$ cat src/rtl/bstream_avg_n.sv
// Multi-channel bitstream averager: folds N_IN unary bitstreams into one scaled-sum stream
// and publishes the ones count of each completed window of enabled cycles.
module bstream_avg_n #(
    parameter int unsigned N_IN     = 2,
    parameter int unsigned WIN_LOG2 = 4,
    localparam int unsigned MEAN_W  = $clog2(N_IN * (1 << WIN_LOG2) + 1)
) (
    input  logic              clk_i,
    input  logic              rst_ni,
    input  logic              en_i,
    input  logic              clear_i,
    input  logic [N_IN-1:0]   x_i,
    output logic              y_o,
    output logic [MEAN_W-1:0] mean_o,
    output logic              mean_valid_o
);

    localparam int unsigned AccW = $clog2(N_IN);
    localparam int unsigned SumW = $clog2(2 * N_IN);
    localparam int unsigned PcW  = $clog2(N_IN + 1);

    logic [AccW-1:0]     acc_q, acc_d;
    logic [WIN_LOG2-1:0] wcnt_q, wcnt_d;
    logic [MEAN_W-1:0]   ones_q, ones_d;
    logic [MEAN_W-1:0]   mean_q, mean_d;
    logic                y_q, y_d;
    logic                mean_valid_q, mean_valid_d;

    logic [PcW-1:0]  pc;
    logic [SumW-1:0] sum;
    logic [MEAN_W-1:0] ones_inc;

    always_comb begin
        pc = '0;
        for (int i = 0; i < int'(N_IN); i++) begin
            pc = pc + PcW'(x_i[i]);
        end
    end

    // Sum is one bit wider than the accumulator so acc + pc never wraps.
    assign sum      = SumW'(acc_q) + SumW'(pc);
    assign ones_inc = ones_q + MEAN_W'(pc);

    always_comb begin
        acc_d        = acc_q;
        wcnt_d       = wcnt_q;
        ones_d       = ones_q;
        mean_d       = mean_q;
        y_d          = 1'b0;
        mean_valid_d = 1'b0;
        if (clear_i) begin
            acc_d  = '0;
            wcnt_d = '0;
            ones_d = '0;
        end else if (en_i) begin
            if (sum >= SumW'(N_IN)) begin
                acc_d = AccW'(sum - SumW'(N_IN));
                y_d   = 1'b1;
            end else begin
                acc_d = AccW'(sum);
            end
            wcnt_d = wcnt_q + WIN_LOG2'(1);
            if (&wcnt_q) begin
                mean_d       = ones_inc;
                mean_valid_d = 1'b1;
                ones_d       = '0;
            end else begin
                ones_d = ones_inc;
            end
        end
    end

    always_ff @(posedge clk_i or negedge rst_ni) begin
        if (!rst_ni) begin
            acc_q        <= '0;
            wcnt_q       <= '0;
            ones_q       <= '0;
            mean_q       <= '0;
            y_q          <= 1'b0;
            mean_valid_q <= 1'b0;
        end else begin
            acc_q        <= acc_d;
            wcnt_q       <= wcnt_d;
            ones_q       <= ones_d;
            mean_q       <= mean_d;
            y_q          <= y_d;
            mean_valid_q <= mean_valid_d;
        end
    end

    assign y_o          = y_q;
    assign mean_o       = mean_q;
    assign mean_valid_o = mean_valid_q;

endmodule

$ cat config.mk
export PLATFORM = sky130hd
export DESIGN_NAME = bstream_avg_n
export DESIGN_NICKNAME = d
export VERILOG_FILES = /design/src/rtl/bstream_avg_n.sv
export SDC_FILE = /design/constraint.sdc
export NUM_CORES = 1
export LEC_CHECK = 0
export ABC_AREA = 1
export BUFFER_PORTS_ARGS = -buffer_cell sky130_fd_sc_hd__buf_4
export CORE_MARGIN = 1
export CORE_UTILIZATION = 40
export DETAILED_ROUTE_END_ITERATION = 10
export PLACE_DENSITY = 0.58
export SYNTH_ARGS = -nofsm -noshare
export SYNTH_HDL_FRONTEND = slang
export SYNTH_SLANG_ARGS = --single-unit
$ cat constraint.sdc
create_clock -name clk_i -period 1.8 [get_ports clk_i]
set_input_delay 0.27 -clock clk_i [delete_from_list [all_inputs] [get_ports clk_i]]
set_output_delay 0.27 -clock clk_i [all_outputs]
set_load 0.05 [all_outputs]
==> metrics.md <==
| Metric | Value |
|---|---|
| DR iter-0 viols | `12` |
| LEAKAGE | `0.000573 uW` |
| N_diodes | `0` |
| Final Max Tran Viols | `0` |
| Critical Path End Type | `register` |
| #FFs+latches synth | `19` |
| Synth cell types | `16` |
| Layout area overhead | `18.4%` |
| DRC Markers | `0` |
| CTS Buf Count | `3` |
| Nets@finish | `approximately 140` |
| Die W | `approximately 50 microns` |
| Status | `finished clean` |
| Max cap viols | `0` |
| Grt ovf | `0` |
| Fraction of layout instances using a drive strength above 1 | `19.4%` |
| Final setup fails | `0` |
| Site row count | `17` |
| Clock buffer depth | `2` |
| Critical path type | `register to register` |
| Setup Buffers After CTS | `0` |
| Syn Inst Count | `between 100 and 150` |
| Setup Skew | `roughly 4.3 ps` |
| Synthesized cell area | `926 sq um` |
| Setup TNS | `0 ps` |
| RePlAce Congestion | `0.758` |
| Max Clk Rate | `663 MHz` |
| Pwr Density | `roughly 740 nW/um^2` |
| GR Util met1 | `around 20%` |
| Routed wire length | `roughly 1.7 mm` |
| Slew @ Worst Pin | `between 200 and 300 ps` |
| Fillcell total | `219` |
| I/O pins | `14` |
| Clock slew at reported path FFs | `110 ps` |
| Wire per inst | `between 10 and 15 microns` |
| Relative slew slack | `between 80% and 90%` |
| GRT busiest layer | `met2` |
| Via density | `roughly 4.7` |
| All-layer global routing usage | `17.0%` |
| Die height | `around 50 microns` |
| Avg Synthesized Cell Area | `between 8 and 9 sq um` |
| Synth warnings | `0` |
| First-pass GRT wire length | `between 3 and 4 mm` |
| Count of TritonRoute iterations in the first routing pass | `2` |
| GR Util met3 | `3.70%` |
| Register area | `roughly 480 sq um` |
| Design Area, Final | `roughly 1100 sq um` |
| CTS HTree Levels | `1` |
| Final Hold Vio Count | `0` |
| WP data arrival | `around 1700 ps` |
| Hpwl dp | `approximately 1.3 mm` |
| Worst EP required | `~2000 ps` |
| Mapped Nets | `around 120` |
| Commonest non-fill, non-tap cell in the layout | `nand2_1` |
| Vias in the first global route | `720` |
| Met2 usage | `between 20% and 30%` |
| Startpoint class of the critical path | `register` |
| Worst-skew pair later-pin latency | `300 ps` |
| Largest net degree at the start of global routing | `20` |
| Routed Antenna Nets | `0` |
| Peak supply drop | `approximately 0.43 mV` |
| Crit Path Max Fanout | `3` |
| Minimum clock period | `~1500 ps` |
| Core box area | `2190 sq um` |
| Post-place instance area | `1060 sq um` |
| Sequential fraction of the synthesis area | `51.4%` |
| Port-buffer cells | `13` |
| CTS tree | `done` |
| Via Count | `just over 700` |
| Min-Delay Path Class | `input pin to register` |
| Root Driver | `clkbuf_4` |
| RSZ-0062 raised after global routing | `no` |
| Die area | `between 2000 and 3000 sq um` |
| Area of the multi-input gates | `about 400 sq um` |
| Initial Util | `~42%` |
| Leading cell types in the layout, fill and taps excluded | `40 x nand2_1, 19 x dfrtp_1, 13 x buf_4` |
| Final period util | `approximately 84%` |
| Power consumption | `~800 uW` |
| CTS Sinks | `19` |
| Initial antenna violation count | `0` |
-- power by group --
group | switching, uW | internal (uW) | total [uW] | leakage, uW
clock network | 137 | 82.9 | 220 | 0.0000177
logic | 83.1 | 46.5 | 130 | 0.000298
registers | 11.6 | 445 | 457 | 0.000257
-- layer usage --
metal	wire [microns]	share of wire [%]
met3	38	2.2
met1	809	48
met4	42	2.5
met5	0	0
met2	808	48
-- cell usage after synthesis --
cell type | number | share of area (%)
o21ai_0 | 3 | 1.6
dfrtp_1 | 19 | 51
inv_1 | 9 | 3.6
inv_2 | 4 | 1.6
o21ai_2 | 1 | 0.95
fa_1 | 2 | 4.3
nand3_1 | 10 | 5.4
a22o_1 | 2 | 1.9
a21oi_1 | 1 | 0.54
nand2_1 | 40 | 16
nor2_1 | 6 | 2.4
nor2_4 | 2 | 2.4
xnor2_1 | 1 | 0.95
nor3_1 | 1 | 0.54
o22ai_1 | 1 | 0.68
ha_1 | 4 | 5.4
-- sequential cells by signal (all words and copies together), names as in the netlist --
| signal | flops |
|---|---|
| y_o | 1 |
| ones_q | 6 |
| wcnt_q | 4 |
| mean_o | 6 |
| acc_q | 1 |
| mean_valid_o | 1 |
-- cells by family (layout without fill, tap and decap cells) --
kind of cell | after synthesis | count (layout) | share of synthesized area (%)
AND/OR/NAND/NOR | 59 | 59 | 27.0
buffers and inverters | 13 | 31 | 5.27
flip-flops | 19 | 19 | 51.4
adder cells (fa/ha/maj) | 6 | 6 | 9.73
AO/OA/AOI/OAI | 8 | 8 | 5.68
XOR/XNOR | 1 | 1 | 0.946
-- area by class of cell --
cell class	count	share of cell area, %
clock inverters	1	0.457
repair buffers	14	9.82
inverters	13	4.45
multi-input cells	74	36.6
clock buffers	3	2.05
flip-flops and latches	19	43.4
well taps	28	3.20
-- timing repair --
item                                   in CTS  in global routing
gates resized for setup                     0                  0
hold buffers                                1                  0
endpoints found under the hold margin      19                  0
-- through the flow --
step	instances	util [%]	worst slack, ps	hold WS [ps]
2_1_floorplan	106	-	240	-25.6
3_3_place_gp	147	48.3	46.0	162
3_5_place_dp	147	48.3	7.67	163
4_1_cts	152	50.0	302	135
5_1_grt	152	50.0	110	145
6_report	152	50.0	292	147
-- critical path, stage by stage (launching register included) --
cell     delay (ps)
dfrtp_1         370
ha_1            160
inv_1            50
fa_1            410
o21ai_0         260
nand3_1         100
o21ai_0          90
-- worst paths after layout --
check / slack, ps / to / cells past startpoint / from
max: 290 / ones_q[4]$_DFFE_PN0P_ / 6 / ones_q[0]$_DFFE_PN0P_
min: 150 / y_o$_DFF_PN0_ / 2 / clear_i
max reg2reg: 290 / ones_q[4]$_DFFE_PN0P_ / 6 / ones_q[0]$_DFFE_PN0P_
min reg2reg: 490 / mean_o[2]$_DFFE_PN0P_ / 2 / mean_o[2]$_DFFE_PN0P_
max in group asynchronous: 1240 / y_o$_DFF_PN0_ / 2 / rst_ni
min in group asynchronous: 360 / ones_q[5]$_DFFE_PN0P_ / 2 / rst_ni
No activity file was read; power rests on OpenSTA's default activity.
